===== config.mk =====
export PLATFORM = sky130hd
export DESIGN_NAME = axi4_rd_arbiter
export DESIGN_NICKNAME = d
export VERILOG_FILES = /design/src/rtl/axi4_rd_arbiter.sv
export SDC_FILE = /design/constraint.sdc
export NUM_CORES = 1
export LEC_CHECK = 0
export ABC_AREA = 1
export ABC_CLOCK_PERIOD_IN_PS = 3400
export CAP_MARGIN = 20
export CORE_AREA = 3 3 188 190
export DETAILED_ROUTE_END_ITERATION = 10
export DIE_AREA = 0 0 191 193
export GPL_ROUTABILITY_DRIVEN = 0
export GPL_TIMING_DRIVEN = 0
export PLACE_DENSITY = 0.4
export SLEW_MARGIN = 20
export SYNTH_ARGS = -nofsm -noshare
export SYNTH_HDL_FRONTEND = slang
export SYNTH_SLANG_ARGS = --single-unit

===== constraint.sdc =====
create_clock -name aclk -period 3.4 [get_ports aclk]
set_input_delay 0.34 -clock aclk [delete_from_list [all_inputs] [get_ports aclk]]
set_output_delay 0.34 -clock aclk [all_outputs]
set_load 0.01 [all_outputs]

===== src/rtl/axi4_rd_arbiter.sv =====
// axi4_rd_arbiter: tenure-based arbiter sharing one AXI4 read port; define AXI4_RD_ARB_FIXED_PRIO_EN for fixed priority (default round-robin)
module axi4_rd_arbiter #(
  parameter int NUM_MST   = 4,
  parameter int AR_WIDTH  = 64,
  parameter int R_WIDTH   = 72,
  parameter int MAX_OUTST = 4
) (
  input  logic                         aclk,
  input  logic                         areset,
  input  logic [NUM_MST-1:0]           m_arvalid,
  input  logic [NUM_MST*AR_WIDTH-1:0]  m_ar,
  output logic [NUM_MST-1:0]           m_arready,
  output logic [NUM_MST-1:0]           m_rvalid,
  output logic [R_WIDTH-1:0]           m_r,
  output logic                         m_rlast,
  input  logic [NUM_MST-1:0]           m_rready,
  output logic                         s_arvalid,
  output logic [AR_WIDTH-1:0]          s_ar,
  input  logic                         s_arready,
  input  logic                         s_rvalid,
  input  logic [R_WIDTH-1:0]           s_r,
  input  logic                         s_rlast,
  output logic                         s_rready,
  output logic [NUM_MST-1:0]           grant
);
  localparam int GW = $clog2(NUM_MST);
  localparam int CW = $clog2(MAX_OUTST + 1);
  localparam logic [CW-1:0] MAXO = CW'(MAX_OUTST);
  typedef enum logic {IDLE, BUSY} state_t;
  state_t state, state_next;
  logic [GW-1:0] gidx, last, win;
  logic [CW-1:0] issued, outst, outst_next;
  logic [NUM_MST-1:0] sel;
  logic busy, ar_open, cur_arvalid, ar_hs, r_done, rel;
  assign busy        = state == BUSY;
  assign sel         = NUM_MST'(1) << gidx;
  assign ar_open     = issued < MAXO;
  assign cur_arvalid = |(m_arvalid & sel);
  assign s_arvalid   = busy & cur_arvalid & ar_open;
  assign s_rready    = busy & |(m_rready & sel);
  assign m_arready   = (busy & s_arready & ar_open) ? sel : '0;
  assign m_rvalid    = (busy & s_rvalid) ? sel : '0;
  assign grant       = busy ? sel : '0;
  assign m_r         = s_r;
  assign m_rlast     = s_rlast;
  assign ar_hs       = s_arvalid & s_arready;
  assign r_done      = s_rvalid & s_rready & s_rlast;
  assign outst_next  = outst + CW'(ar_hs) - CW'(r_done);
  // release only when drained and the master can no longer push an AR
  assign rel         = outst_next == '0 && !ar_hs && (!cur_arvalid || !ar_open);
  always_comb begin
    s_ar = m_ar[AR_WIDTH-1:0];
    for (int i = 0; i < NUM_MST; i++)
      if (gidx == GW'(i)) s_ar = m_ar[i*AR_WIDTH +: AR_WIDTH];
  end
  always_comb begin
    win = '0;
`ifdef AXI4_RD_ARB_FIXED_PRIO_EN
    for (int i = NUM_MST - 1; i >= 0; i--)
      if (m_arvalid[i]) win = GW'(i);
`else
    // lowest requester overall, overridden by the lowest requester above last
    for (int i = NUM_MST - 1; i >= 0; i--)
      if (m_arvalid[i]) win = GW'(i);
    for (int i = NUM_MST - 1; i >= 0; i--)
      if (m_arvalid[i] && GW'(i) > last) win = GW'(i);
`endif
  end
  always_comb state_next = busy ? (rel ? IDLE : BUSY) : (|m_arvalid ? BUSY : IDLE);
  always_ff @(posedge aclk) begin
    if (areset) begin
      state  <= IDLE;
      gidx   <= '0;
      last   <= GW'(NUM_MST - 1);
      issued <= '0;
      outst  <= '0;
    end else begin
      state <= state_next;
      if (!busy) begin
        if (|m_arvalid) gidx <= win;
        issued <= '0;
        outst  <= '0;
      end else begin
        issued <= issued + CW'(ar_hs);
        outst  <= outst_next;
        if (rel) last <= gidx;
      end
    end
  end
endmodule

==> results by group, run 1 <==
Routing
  • DR vias/cell: 3.651
  • Vias: 4955
  • DRT iter0 DRCs: 111
  • Final WL: 23.69 mm
  • DRT Pass-1 Iters: 4
  • Detail Route Antenna Nets: 0
  • Residual DRC: 0
  • Wire length per cell: 17.46 um

Power and ir drop
  • Pwr Density: 272.5 nW/um2
  • VDD IR-drop max: 0.2160 mV
  • Static Leak: 3.055 nW

Synth
  • Post-Syn Instances: 486
  • Synth Cell Area: 3317 um2
  • Top cell type's share of synthesized area: 0.2535
  • Post-synthesis area per instance: 6.825 um2
  • Top cells by area, synth: o221ai_2 (25%), buf_4 (18%), nand2_1 (11%)
  • Synth Net Count: 832
  • Leading area contributor after synthesis: o221ai_2
  • Synth cell types: 27
  • Syn. warnings: 0
  • Yosys reg bits: 11
  • Seq/Total Area, Yosys: 0.06639

Setup path
  • FF-to-FF setup slack: 0.39 ns
  • R2r worst-path depth: 17
  • Max FO, Critical Path: 10
  • Worst-path cell chain: buf_6, inv_4, buf_6, nand3_1, nand2_1, nor2_1, nor3b_1, ha_1, inv_1, ha_1, inv_1, fa_1, nand3_1, nor2_1, nand2_1, nand2_1, nand3_1
  • Req. time, crit path: 3.53 ns
  • CP Capture Type: flip-flop
  • Worst path max stage delay: 0.52 ns
  • Slowest cell on the critical path: fa_1
  • R2r startpoint: gidx[1]$_SDFFE_PP0P_
  • CP startpoint kind: flip-flop
  • Worst Setup SP: gidx[1]$_SDFFE_PP0P_
  • CP Class: flip-flop to flip-flop
  • R2r endpoint: last[0]$_SDFFE_PP1P_
  • Worst EP arrival: 3.13 ns

Clocking
  • Root buffer cell: clkbuf_16
  • CTS Hold Bufs: 0
  • Post-CTS Setup Inserts: 0
  • Clk buf depth: 2
  • Worst-path clk slew: 0.04 ns
  • CTS tree: yes
  • Clk_lat worst skew: 0.24 ns
  • TritonCTS Buffers: 3
  • Sink Count: 11
  • H-Tree Depth: 1
  • Cts repair resizes: 0

Global route
  • Vias in the first global route: 5149
  • GR met2 Demand/Resource: 0.2188
  • Overflow after GRT: 0
  • Met1 Resource Use GR: 0.1400
  • GR Util All Layers: 0.1147
  • Initial antenna violation count: 1
  • GR peak layer: met2
  • Pin count of the biggest net entering global routing: 11
  • First-pass GRT wire length: 32.37 mm
  • Met3 Track Usage GR: 0.01916

Floorplanning
  • CORE AREA: 33620 um2
  • Num ports: 492
  • Chip height: 193 um
  • FP Rows: 67
  • Die Wd: 191 um
  • Initial Utilization: 0.09867
  • DIE AREA: 36860 um2

Layout
  • Layout cells sized above 1: 0.1947
  • Net count of the finished layout: 1256
  • Antenna Cells: 0
  • Register area: 220.2 um2
  • Area Overhead vs Synth: 145.7%
  • Fillers: 3726
  • Final Util: 0.2425
  • Area of the multi-input gates: 2175 um2

STA
  • Period utilization: 0.8850
  • Slew Limit Headroom: 0.7808
  • RSZ-0062 raised after global routing: false
  • Crit path time final: 3.009 ns
  • Setup tns final: 0 ns
  • Final Hold Viols: 0
  • Final slew viol count: 0
  • Fmax: 332.3 MHz
  • Clock Skews: 0.003908 ns
  • Final setup vio count: 0
  • Least-Margin Pin Slew: 0.3287 ns

Run
  • Maxcap violations: 0

Hold path
  • Hold Path Sink: last[0]$_SDFFE_PP1P_
  • Hold WC Path Type: flip-flop to flip-flop
  • Hold_sp: last[0]$_SDFFE_PP1P_
  • WHS Path Cells: 2

Placement
  • Buffers on Ports: 419
  • Detailed placement HPWL: 20.08 mm

Outcome
  • Status: complete, no violations
==> state kept, by name (all words and copies together) (netlist names) <==
| name | flops |
|---|---|
| last | 2 |
| outst | 3 |
| gidx | 2 |
| busy | 1 |
| issued | 3 |
==> cells in the mapped netlist <==
master    count
nor3_1        1
o221ai_2     56
nand2_4       3
o21ai_2       1
nand3_1      14
o22ai_1       1
buf_2        21
inv_1        13
buf_6         3
ha_1          4
buf_4        78
nand2_2       1
nor2_1       86
buf_8         1
dfxtp_1      11
fa_1          1
o221ai_1      4
o21ai_1      61
inv_2         2
buf_12        6
o21ai_0       9
or2_2         1
xnor2_1       1
nor3b_1       1
inv_4         1
nand2_1      98
a21oi_1       7
==> layout by cell type (no fill, tap or decap), types with 6 or more instances in the layout <==
cell type,Yosys,layout
inv_1,13,13
nor2_1,86,86
buf_4,78,78
o21ai_1,61,61
clkdlybuf4s50_1,0,419
buf_12,6,6
o21ai_0,9,9
nand2_1,98,98
a21oi_1,7,7
dfxtp_1,11,11
nand3_1,14,14
o221ai_2,56,56
buf_2,21,21
==> cell type report <==
| cell class | instances | share of cell area |
|---|---|---|
| Clock buffer | 4 | 0.009671 |
| Multi-Input combinational cell | 350 | 0.2668 |
| Timing Repair Buffer | 419 | 0.5146 |
| Tap cell | 448 | 0.06877 |
| Inverter | 16 | 0.007676 |
| Buffer | 109 | 0.1055 |
| Sequential cell | 11 | 0.02702 |
==> where the power goes <==
group / internal (W) / switching [W]
Combinational: 0.00104 / 0.000807
Clock: 0.000158 / 0.0000615
Sequential: 0.000141 / 0.00000930
Total: 0.00134 / 0.000878
==> how the worst max path moves through the flow <==
stage	to	slack, ns
final	last[0]$_SDFFE_PP1P_	0.39
after global routing	last[0]$_SDFFE_PP1P_	0.13
after detailed placement	last[0]$_SDFFE_PP1P_	0.28
after CTS	last[0]$_SDFFE_PP1P_	0.34
after floorplan	last[1]$_SDFFE_PP1P_	0.90
after global placement	last[0]$_SDFFE_PP1P_	0.31
==> routing by layer <==
metal  wire, um  part of all wire
met1       9413              0.40
met2      12470              0.53
met3       1673             0.071
met4        131            0.0055
met5          0                 0
==> critical path: cells and delay by family, from the launching register on <==
| family | cells | cell delay (ns) |
|---|---|---|
| buffers and inverters | 5 | 0.59 |
| flip-flops | 1 | 0.30 |
| AND/OR/NAND/NOR | 9 | 1.05 |
| adder cells (fa/ha/maj) | 3 | 0.93 |
==> cells by family (layout without fill, tap and decap cells) <==
family,count (synthesis),after routing,share of synthesized area
flip-flops,11,11,0.06639
buffers and inverters,125,548,0.2780
AND/OR/NAND/NOR,205,205,0.2471
XOR/XNOR,1,1,0.002641
AO/OA/AOI/OAI,139,139,0.3848
adder cells (fa/ha/maj),5,5,0.02112
==> metrics by stage <==
step	std cells	worst slack (ns)	instance area (um2)	hold WS (ns)	power, W
after floorplan	486	0.9045	3317	0.4091	0.0009681
after global placement	1353	0.3100	8071	0.4879	0.002035
after detailed placement	1353	0.2802	8071	0.4931	0.002024
after CTS	1357	0.3397	8150	0.5021	0.002254
after global routing	1357	0.1292	8150	0.5337	0.002378
final	1357	0.3910	8150	0.5030	0.002221
(Power assumes the default switching activity.)
==> run 2, diff against run 1 <==
--- a/config.mk
+++ b/config.mk
@@ -6,15 +6,12 @@
 export NUM_CORES = 1
 export LEC_CHECK = 0
 export ABC_AREA = 1
-export ABC_CLOCK_PERIOD_IN_PS = 3400
 export CAP_MARGIN = 20
 export CORE_AREA = 3 3 188 190
 export DETAILED_ROUTE_END_ITERATION = 10
 export DIE_AREA = 0 0 191 193
 export GPL_ROUTABILITY_DRIVEN = 0
-export GPL_TIMING_DRIVEN = 0
 export PLACE_DENSITY = 0.4
-export SLEW_MARGIN = 20
 export SYNTH_ARGS = -nofsm -noshare
 export SYNTH_HDL_FRONTEND = slang
 export SYNTH_SLANG_ARGS = --single-unit
==> run 2 against run 1 <==
Net effect: hold slack worse by 0.0092 ns; wire length fell by 19%; clock skew fell by 0.0030 ns; first-iteration DRC count is 7.2% higher; die area unchanged; cell area decreased by 18%; global-route usage decreased by 2.2 points; non-clock buffer count fell by 172; critical endpoint is now last[1]$_SDFFE_PP1P_; largest cell class unchanged; highest routed layer unchanged.
==> results by group, run 2 (synthesis gave the netlist of run 1 again) <==
Outcome
  • Status: complete, no violations (unchanged)

Clocking
  • Cts repair resizes: 0 (unchanged)
  • CTS Hold Bufs: 0 (unchanged)
  • Sink Count: 11 (unchanged)
  • Post-CTS Setup Inserts: 0 (unchanged)
  • Clk_lat worst skew: 0.24 ns (about the same)
  • Clk buf depth: 2 (unchanged)
  • Worst-path clk slew: 0.04 ns (about the same)
  • TritonCTS Buffers: 3 (unchanged)
  • Root buffer cell: clkbuf_16 (unchanged)
  • H-Tree Depth: 1 (unchanged)
  • CTS tree: yes (unchanged)

Power and ir drop
  • VDD IR-drop max: 0.1406 mV (was 0.2160 mV)
  • Static Leak: 2.287 nW (was 3.055 nW)
  • Final total power: 0.001948 W (was 0.002221 W)
  • Pwr Density: 291.8 nW/um2 (was 272.5 nW/um2)

Placement
  • Placed Instance Area: 6596 um2 (was 8071 um2)
  • Buffers on Ports: 347 (was 419)
  • Detailed placement HPWL: 15.39 mm (was 20.08 mm)

STA
  • Slew Limit Headroom: 0.4501 (was 0.7808)
  • Clock Skews: 0.0009148 ns (was 0.003908 ns)
  • Crit path time final: 2.911 ns (was 3.009 ns)
  • Final setup vio count: 0 (unchanged)
  • Setup tns final: 0 ns (unchanged)
  • Least-Margin Pin Slew: 0.8248 ns (was 0.3287 ns)
  • Final Hold Viols: 0 (unchanged)
  • RSZ-0062 raised after global routing: false (unchanged)
  • Final slew viol count: 0 (unchanged)
  • Period utilization: 0.8562 (was 0.8850)
  • Fmax: 343.5 MHz (was 332.3 MHz)

Layout
  • Area Overhead vs Synth: 101.2% (was 145.7%)
  • Most frequent cells in the layout: clkdlybuf4s50_1 (347), nand2_1 (98), nor2_1 (86), o21ai_1 (61), o221ai_2 (56) (was clkdlybuf4s50_1 (419), nand2_1 (98), nor2_1 (86), buf_4 (78), o21ai_1 (61))
  • Area of the multi-input gates: 2175 um2 (unchanged)
  • Register area: 220.2 um2 (unchanged)
  • Layout cells sized above 1: 0.1045 (was 0.1947)
  • Net count of the finished layout: 1084 (was 1256)
  • Most common cell after layout, fill and taps aside: clkdlybuf4s50_1 (unchanged)
  • Fillers: 3786 (was 3726)
  • Final instance area: 6675 um2 (was 8150 um2)
  • Top Registers: issued x3, outst x3 (unchanged)
  • Antenna Cells: 0 (unchanged)

Hold path
  • Hold WC Path Type: flip-flop to flip-flop (unchanged)

Routing
  • Wire length on met2: 9.871 mm (was 12.47 mm)
  • WL met1: 6.891 mm (was 9.413 mm)
  • Vias: 4362 (was 4955)
  • Metal3 WL: 2.044 mm (was 1.673 mm)
  • DRT Pass-1 Iters: 4 (unchanged)
  • Wire length per cell: 16.27 um (was 17.46 um)
  • DRT iter0 DRCs: 119 (was 111)
  • DR top layer: met4 (unchanged)
  • DR vias/cell: 3.681 (was 3.651)
  • Final WL: 19.28 mm (was 23.69 mm)
  • Detail Route Antenna Nets: 0 (unchanged)
  • Residual DRC: 0 (unchanged)

Floorplanning
  • Die Wd: 191 um (unchanged)
  • CORE AREA: 33620 um2 (unchanged)
  • Num ports: 492 (unchanged)
  • Chip height: 193 um (unchanged)
  • Initial Utilization: 0.09867 (unchanged)
  • FP Rows: 67 (unchanged)
  • DIE AREA: 36860 um2 (unchanged)

Setup path
  • Req. time, crit path: 3.52 ns (was 3.53 ns)
  • Worst EP arrival: 3.03 ns (was 3.13 ns)
  • CP Capture Type: flip-flop (unchanged)
  • Max FO, Critical Path: 8 (was 10)
  • CP startpoint kind: flip-flop (unchanged)
  • CP Class: flip-flop to flip-flop (unchanged)

Global route
  • Initial antenna violation count: 0 (was 1)
  • GR Util All Layers: 0.09231 (was 0.1147)
  • Vias in the first global route: 4369 (was 5149)
  • Overflow after GRT: 0 (unchanged)
  • First-pass GRT wire length: 26.61 mm (was 32.37 mm)
  • Pin count of the biggest net entering global routing: 65 (was 11)

Run
  • Maxcap violations: 0 (unchanged)
[run 2: stage by stage]
stage	setup WS (ns)	hold slack [ns]	util	std cells
global route	0.2712	0.5554	0.1986	1185
finish	0.4889	0.4937	0.1986	1185
detailed placement	0.3573	0.4903	0.1962	1181
CTS	0.4958	0.4964	0.1986	1185
global placement	0.3844	0.4872	0.1962	1181
floorplan	0.9045	0.4091	-	486
[run 2: final timing paths]
| path | startpoint | end | slack (ns) | cells after the start |
|---|---|---|---|---|
| setup / recovery | gidx[1]$_SDFFE_PP0P_ | last[1]$_SDFFE_PP1P_ | 0.49 | 16 |
| hold / removal | last[0]$_SDFFE_PP1P_ | last[0]$_SDFFE_PP1P_ | 0.49 | 2 |
| setup reg to reg | gidx[1]$_SDFFE_PP0P_ | last[1]$_SDFFE_PP1P_ | 0.49 | 16 |
| hold reg to reg | last[0]$_SDFFE_PP1P_ | last[0]$_SDFFE_PP1P_ | 0.49 | 2 |
[run 2: routing by layer]
layer	track usage	vias to the layer above
met5	0	-
met4	0.02371	0
met3	0.03110	35
met2	0.1726	248
met1	0.09977	1959
li1	-	2120
[run 2: power breakdown]
| part | leakage [nW] | switching, W | internal, W |
|---|---|---|---|
| clock network | 0.0382 | 0.0000613 | 0.000158 |
| logic | 2.16 | 0.000706 | 0.000865 |
| registers | 0.0899 | 0.0000164 | 0.000141 |
| total | 2.29 | 0.000784 | 0.00116 |
[run 2: critical path: stages (launching register included)]
cell     delay [ns]
dfxtp_1        0.57
nand2_4        0.10
inv_2          0.08
nand2_1        0.04
nand2_1        0.05
nor2_1         0.05
nor3b_1        0.32
ha_1           0.29
inv_1          0.06
ha_1           0.13
inv_1          0.05
fa_1           0.50
nand3_1        0.09
nor2_1         0.23
nand2_1        0.11
nand2_1        0.07
nand3_1        0.06
[run 2: area by class of cell]
| class | count | share of cell area |
|---|---|---|
| timing repair buffer | 356 | 0.5361 |
| inverter | 16 | 0.009372 |
| clock buffer | 4 | 0.01181 |
| sequential | 11 | 0.03299 |
| tap | 448 | 0.08397 |
| multi-input combinational | 350 | 0.3258 |
